==> src/rtl/mem_write_arbiter_if.sv <==
// mem_write_arbiter_if: two requester write ports plus the Avalon-MM write master they share.
interface mem_write_arbiter_if #(
    parameter int ADDR_WIDTH = 32,
    parameter int DATA_WIDTH = 32
);
    logic                    req0_write;
    logic [ADDR_WIDTH-1:0]   req0_addr;
    logic [DATA_WIDTH-1:0]   req0_data;
    logic                    req0_waitrequest;
    logic                    req1_write;
    logic [ADDR_WIDTH-1:0]   req1_addr;
    logic [DATA_WIDTH-1:0]   req1_data;
    logic                    req1_waitrequest;
    logic [ADDR_WIDTH-1:0]   master_address;
    logic                    master_write;
    logic [DATA_WIDTH/8-1:0] master_byteenable;
    logic [DATA_WIDTH-1:0]   master_writedata;
    logic                    master_waitrequest;
    logic                    grant_id;
    logic                    busy;

    modport master (
        input  req0_write, req0_addr, req0_data, req1_write, req1_addr, req1_data, master_waitrequest,
        output req0_waitrequest, req1_waitrequest, master_address, master_write, master_byteenable,
               master_writedata, grant_id, busy
    );

    modport slave (
        output req0_write, req0_addr, req0_data, req1_write, req1_addr, req1_data, master_waitrequest,
        input  req0_waitrequest, req1_waitrequest, master_address, master_write, master_byteenable,
               master_writedata, grant_id, busy
    );
endinterface

==> src/rtl/mem_write_arbiter.sv <==
// mem_write_arbiter: sticky round-robin arbiter of two write requesters onto one Avalon-MM write master.
module mem_write_arbiter #(
    parameter int ADDR_WIDTH = 32,
    parameter int DATA_WIDTH = 32,
    parameter int MAX_GRANT  = 4
) (
    input logic                 clk,
    input logic                 reset,
    mem_write_arbiter_if.master bus
);
    typedef enum logic {IDLE, ISSUE} state_t;
    localparam logic [3:0] MAX = 4'(MAX_GRANT);

    state_t     state;
    logic       owner;
    logic [3:0] count;
    logic       accept;
    logic       winner;
    logic       grant;

    // Owner keeps the port while both request until it has used MAX_GRANT slots in a row.
    always_comb begin
        winner = (bus.req0_write && bus.req1_write) ? ((count == MAX) ? ~owner : owner) : bus.req1_write;
        accept = !reset && (state == IDLE || !bus.master_waitrequest);
        grant  = accept && (bus.req0_write || bus.req1_write);
    end

    assign bus.req0_waitrequest  = ~(grant && !winner);
    assign bus.req1_waitrequest  = ~(grant && winner);
    assign bus.master_byteenable = {(DATA_WIDTH/8){1'b1}};
    assign bus.busy              = bus.master_write;

    always_ff @(posedge clk) begin
        if (reset) begin
            state                <= IDLE;
            owner                <= 1'b0;
            count                <= 4'd0;
            bus.master_write     <= 1'b0;
            bus.master_address   <= {ADDR_WIDTH{1'b0}};
            bus.master_writedata <= {DATA_WIDTH{1'b0}};
            bus.grant_id         <= 1'b0;
        end else if (grant) begin
            state                <= ISSUE;
            bus.master_write     <= 1'b1;
            bus.master_address   <= winner ? bus.req1_addr : bus.req0_addr;
            bus.master_writedata <= winner ? bus.req1_data : bus.req0_data;
            bus.grant_id         <= winner;
            if (winner == owner) begin
                count <= (count == MAX) ? MAX : count + 4'd1;
            end else begin
                owner <= winner;
                count <= 4'd1;
            end
        end else if (accept) begin
            state            <= IDLE;
            bus.master_write <= 1'b0;
        end
    end
endmodule
==> src/flat_wrapper.sv <==
// flat-port wrapper written by rule: the top's interface ports become plain ports
module mem_write_arbiter_flat 
#(
    parameter int ADDR_WIDTH = 32,
    parameter int DATA_WIDTH = 32,
    parameter int MAX_GRANT  = 4
)
  (clk, reset, bus_req0_write, bus_req0_addr, bus_req0_data, bus_req1_write, bus_req1_addr, bus_req1_data, bus_master_waitrequest, bus_req0_waitrequest, bus_req1_waitrequest, bus_master_address, bus_master_write, bus_master_byteenable, bus_master_writedata, bus_grant_id, bus_busy);
  mem_write_arbiter_if #(.ADDR_WIDTH(ADDR_WIDTH), .DATA_WIDTH(DATA_WIDTH)) bus_i ();
  input logic clk;
  input logic reset;
  input wire logic [$bits(bus_i.req0_write)-1:0] bus_req0_write;
  input wire logic [$bits(bus_i.req0_addr)-1:0] bus_req0_addr;
  input wire logic [$bits(bus_i.req0_data)-1:0] bus_req0_data;
  input wire logic [$bits(bus_i.req1_write)-1:0] bus_req1_write;
  input wire logic [$bits(bus_i.req1_addr)-1:0] bus_req1_addr;
  input wire logic [$bits(bus_i.req1_data)-1:0] bus_req1_data;
  input wire logic [$bits(bus_i.master_waitrequest)-1:0] bus_master_waitrequest;
  output wire logic [$bits(bus_i.req0_waitrequest)-1:0] bus_req0_waitrequest;
  output wire logic [$bits(bus_i.req1_waitrequest)-1:0] bus_req1_waitrequest;
  output wire logic [$bits(bus_i.master_address)-1:0] bus_master_address;
  output wire logic [$bits(bus_i.master_write)-1:0] bus_master_write;
  output wire logic [$bits(bus_i.master_byteenable)-1:0] bus_master_byteenable;
  output wire logic [$bits(bus_i.master_writedata)-1:0] bus_master_writedata;
  output wire logic [$bits(bus_i.grant_id)-1:0] bus_grant_id;
  output wire logic [$bits(bus_i.busy)-1:0] bus_busy;
  assign bus_i.req0_write = bus_req0_write;
  assign bus_i.req0_addr = bus_req0_addr;
  assign bus_i.req0_data = bus_req0_data;
  assign bus_i.req1_write = bus_req1_write;
  assign bus_i.req1_addr = bus_req1_addr;
  assign bus_i.req1_data = bus_req1_data;
  assign bus_i.master_waitrequest = bus_master_waitrequest;
  assign bus_req0_waitrequest = bus_i.req0_waitrequest;
  assign bus_req1_waitrequest = bus_i.req1_waitrequest;
  assign bus_master_address = bus_i.master_address;
  assign bus_master_write = bus_i.master_write;
  assign bus_master_byteenable = bus_i.master_byteenable;
  assign bus_master_writedata = bus_i.master_writedata;
  assign bus_grant_id = bus_i.grant_id;
  assign bus_busy = bus_i.busy;
  mem_write_arbiter #(.ADDR_WIDTH(ADDR_WIDTH), .DATA_WIDTH(DATA_WIDTH), .MAX_GRANT(MAX_GRANT)) u_core (.clk(clk), .reset(reset), .bus(bus_i));
endmodule
==> config.mk <==
export PLATFORM = sky130hd
export DESIGN_NAME = mem_write_arbiter_flat
export DESIGN_NICKNAME = d
export VERILOG_FILES = /design/src/rtl/mem_write_arbiter_if.sv /design/src/rtl/mem_write_arbiter.sv /design/src/flat_wrapper.sv
export SDC_FILE = /design/constraint.sdc
export NUM_CORES = 1
export LEC_CHECK = 0
export BUFFER_PORTS_ARGS = -buffer_cell sky130_fd_sc_hd__buf_2
export CAP_MARGIN = 0
export CORE_MARGIN = 2
export CORE_UTILIZATION = 44
export CTS_CLUSTER_SIZE = 40
export DETAILED_ROUTE_END_ITERATION = 8
export PLACE_DENSITY_LB_ADDON = 0.2
export SLEW_MARGIN = 10
export SYNTH_ARGS = -nofsm -noshare
export SYNTH_HDL_FRONTEND = slang
export SYNTH_SLANG_ARGS = --single-unit
==> constraint.sdc <==
create_clock -name clk -period 2.5 [get_ports clk]
set_input_delay 0.375 -clock clk [delete_from_list [all_inputs] [get_ports clk]]
set_output_delay 0.375 -clock clk [all_outputs]
set_load 0.005 [all_outputs]
==> Implementation_results.wiki <==
{| class="wikitable"
! Metric !! Value
|-
| Average wire length per cell after detail routing || 15.9 µm
|-
| CP Capture Type || primary output
|-
| Residual DRC || 0
|-
| Tot GR Track Use || 25.2%
|-
| Number of antenna cells inserted || 0
|-
| Grt ovf || 0
|-
| Count of vias placed by the detailed router || 3935
|-
| Setup Fix Bufs, Post-CTS || 0
|-
| Most frequent cells in the layout || buf_2 (201), dfxtp_1 (70), nor2_1 (66)
|-
| Largest fanout on the critical path || 13
|-
| Final Instance Count excl. Fillers || 698
|-
| Boundary pin count || 206
|-
| Non-Filler Cell Area, Final || 4570 µm²
|-
| Cell area reported after detailed placement || 4390 µm²
|-
| Share of the cycle needed by the critical path after routing || 94.4%
|-
| Initial drt markers || 207
|-
| Part of the Yosys area used for sequential elements || 41.1%
|-
| Antenna violations before repair || 0
|-
| Place WS || 142 ps
|-
| Number of nets with antenna violations after detailed routing || 0
|-
| Critical path class || reg -> out
|-
| Max-cap violation count || 0
|-
| Die extent in x || 92.7 µm
|-
| Sinks on the clock net || 71
|-
| Final HPWL from detailed placement || 7350 µm
|-
| Outcome || completed
|-
| LEAKAGE || 2.07 nW
|-
| P&R area growth vs syn || 32.1%
|-
| Via count of the first global-routing pass || 3664
|-
| Pins over their slew limit || 0
|-
| VDD IR max || 0.000244 V
|-
| Die span in y || 92.7 µm
|-
| List of cells traversed by the critical path || inv_1, ha_1, and3b_2, mux2_4, nor2_2, nand2_1, buf_2
|-
| Final weighted congestion in routability-driven placement || 0.797
|-
| Total power divided by cell area || 595 nW/µm²
|-
| First-pass GRT wire length || 17500 µm
|-
| Number of hold buffers added after cts || 0
|-
| Leading cell type in the layout, fill and taps excluded || buf_2
|-
| Number of setup violations in the final report || 0
|-
| Pin count of the biggest net entering global routing || 69
|-
| Final Core Density || 59.5%
|-
| Initial Utilization || 45.0%
|-
| Post-synthesis cell area || 3460 µm²
|-
| Total Wirelength || 11100 µm
|-
| Source-to-sink clock delay at the later pin of the worst-skew pair || 340 ps
|-
| Total Power Consumption || 2.72 mW
|-
| Drt via density || 5.64
|-
| Buffer type at the clock tree root || clkbuf_8
|-
| Row count || 32
|-
| Level count of the clock H-tree || 3
|-
| Pin slew with the least headroom to its limit || 760 ps
|-
| Warnings, synthesis || 0
|-
| Number of storage elements in the synthesis netlist || 71
|-
| Worst slew slack as a fraction of its limit || 49.3%
|-
| Critical path startpoint category || flip-flop
|-
| Number of cells produced by synthesis || 423
|-
| Count of buffers from port buffering || 201
|-
| Path class of the lowest-slack min-delay path || in -> reg
|-
| TritonCTS Buffers || 9
|-
| Final critical-path setup slack || 140 ps
|-
| Layout cell share with drive strength beyond 1 || 39.1%
|-
| Layout Nets || 728
|-
| Clock transition time at the flip-flop clock pins of the worst setup and hold paths || 70 ps
|-
| Endpoint required time on the critical path || 2120 ps
|-
| Data arrival at the endpoint of the critical path || 1990 ps
|-
| Detailed-router iteration count before antenna repair || 4
|-
| Hold Fails Final Rpt || 0
|-
| Placeable core area || 7690 µm²
|-
| Stage delay of the slowest cell on the critical path || 390 ps
|-
| Time the worst path needs with I/O delays and setup || 2360 ps
|-
| Max Clock Skew || 7.97 ps
|-
| Worst-case clock buffer depth || 2
|-
| Syn Area/Cell || 8.18 µm²
|-
| Die Footprint || 8590 µm²
|-
| WHS || 296 ps
|-
| Total placed cells including tap cells || 684
|-
| Achievable Freq || 0.424 GHz
|-
| Setup total negative slack || 0 ps
|-
| Critical path's slowest cell || mux2_4
|-
| Cell variety after synth || 30
|-
| Clock tree from TritonCTS || done
|-
| Setup repair after global routing missed its margin || no
|}
-- layer usage --
metal	GRT usage [%]	routed length, µm
met4	8.70	174
met5	0	0
met1	30.8	4640
met3	5.70	876
met2	43.6	5390
-- synthesized netlist by cell type (all sizes together) --
library cell	count	area [µm²]
a211oi	64	480
a21o	1	7.51
a21oi	2	10.0
a22o	3	26.3
a311oi	1	15.0
a31oi	65	407
and2	1	6.26
and3b	1	8.76
buf	37	253
clkbuf	19	71.3
conb	1	3.75
dfxtp	71	1420
ha	2	25.0
inv	3	11.3
mux2	1	11.3
mux2i	1	22.5
nand2	3	11.3
nand3	4	20.0
nor2	67	251
nor2b	5	31.3
nor3	1	5.00
nor3b	1	7.51
o21ai	67	335
o311a	1	10.0
o31ai	1	7.51
-- registers in the layout (all words and copies together), names as in the netlist --
register / flops
u_core.bus.master_address: 32
u_core.bus.grant_id: 1
u_core.owner: 1
u_core.count: 4
u_core.state: 1
u_core.bus.master_writedata: 32
-- cells by family (layout without fill, tap and decap cells) --
| group | after synthesis | after routing | share of synthesized area, % |
|---|---|---|---|
| flops | 71 | 71 | 41.1 |
| other cells | 1 | 4 | 0.108 |
| mux | 2 | 2 | 0.976 |
| compound gates | 205 | 205 | 37.5 |
| fa+ha+maj | 2 | 2 | 0.723 |
| buf+inv | 59 | 229 | 9.69 |
| simple gates | 83 | 83 | 9.87 |
-- power breakdown --
part           internal [mW]  switching, mW  total [mW]
clock                  0.403          0.399       0.803
sequential              1.23         0.0515        1.28
combinational          0.280          0.358       0.638
total                   1.91          0.809        2.72
-- worst paths after layout --
| check | end | from | cells after the start | slack [ps] |
|---|---|---|---|---|
| worst max-delay path | bus_req1_waitrequest | u_core.count[1] | 7 | 140 |
| worst min-delay path | u_core.state | bus_master_waitrequest | 3 | 300 |
| worst max register to register | u_core.bus.master_writedata[12] | u_core.count[1] | 7 | 440 |
| worst min register to register | u_core.state | u_core.state | 2 | 480 |
-- area by class of cell --
type	count	area (µm²)
Fill cell	760	3120
Multi-Input combinational cell	296	1740
Sequential cell	71	1420
Timing Repair Buffer	212	1100
Clock buffer	13	159
Tap cell	102	128
Inverter	3	11.3
Clock inverter	1	5.00
-- what timing repair did --
action                     in CTS  in global routing
pin swaps                       0                  0
gates resized for setup         1                  4
setup endpoints to repair       1                 10
hold endpoints to repair        0                  0
-- worst max-delay path, delay by kind of cell, from the launching register on --
| kind | cells | cell delay [ps] |
|---|---|---|
| adders and majority gates | 1 | 190 |
| DFF | 1 | 360 |
| buffers and inverters | 2 | 210 |
| muxes | 1 | 390 |
| and+or+nand+nor | 3 | 510 |
(Power assumes the default switching activity.)
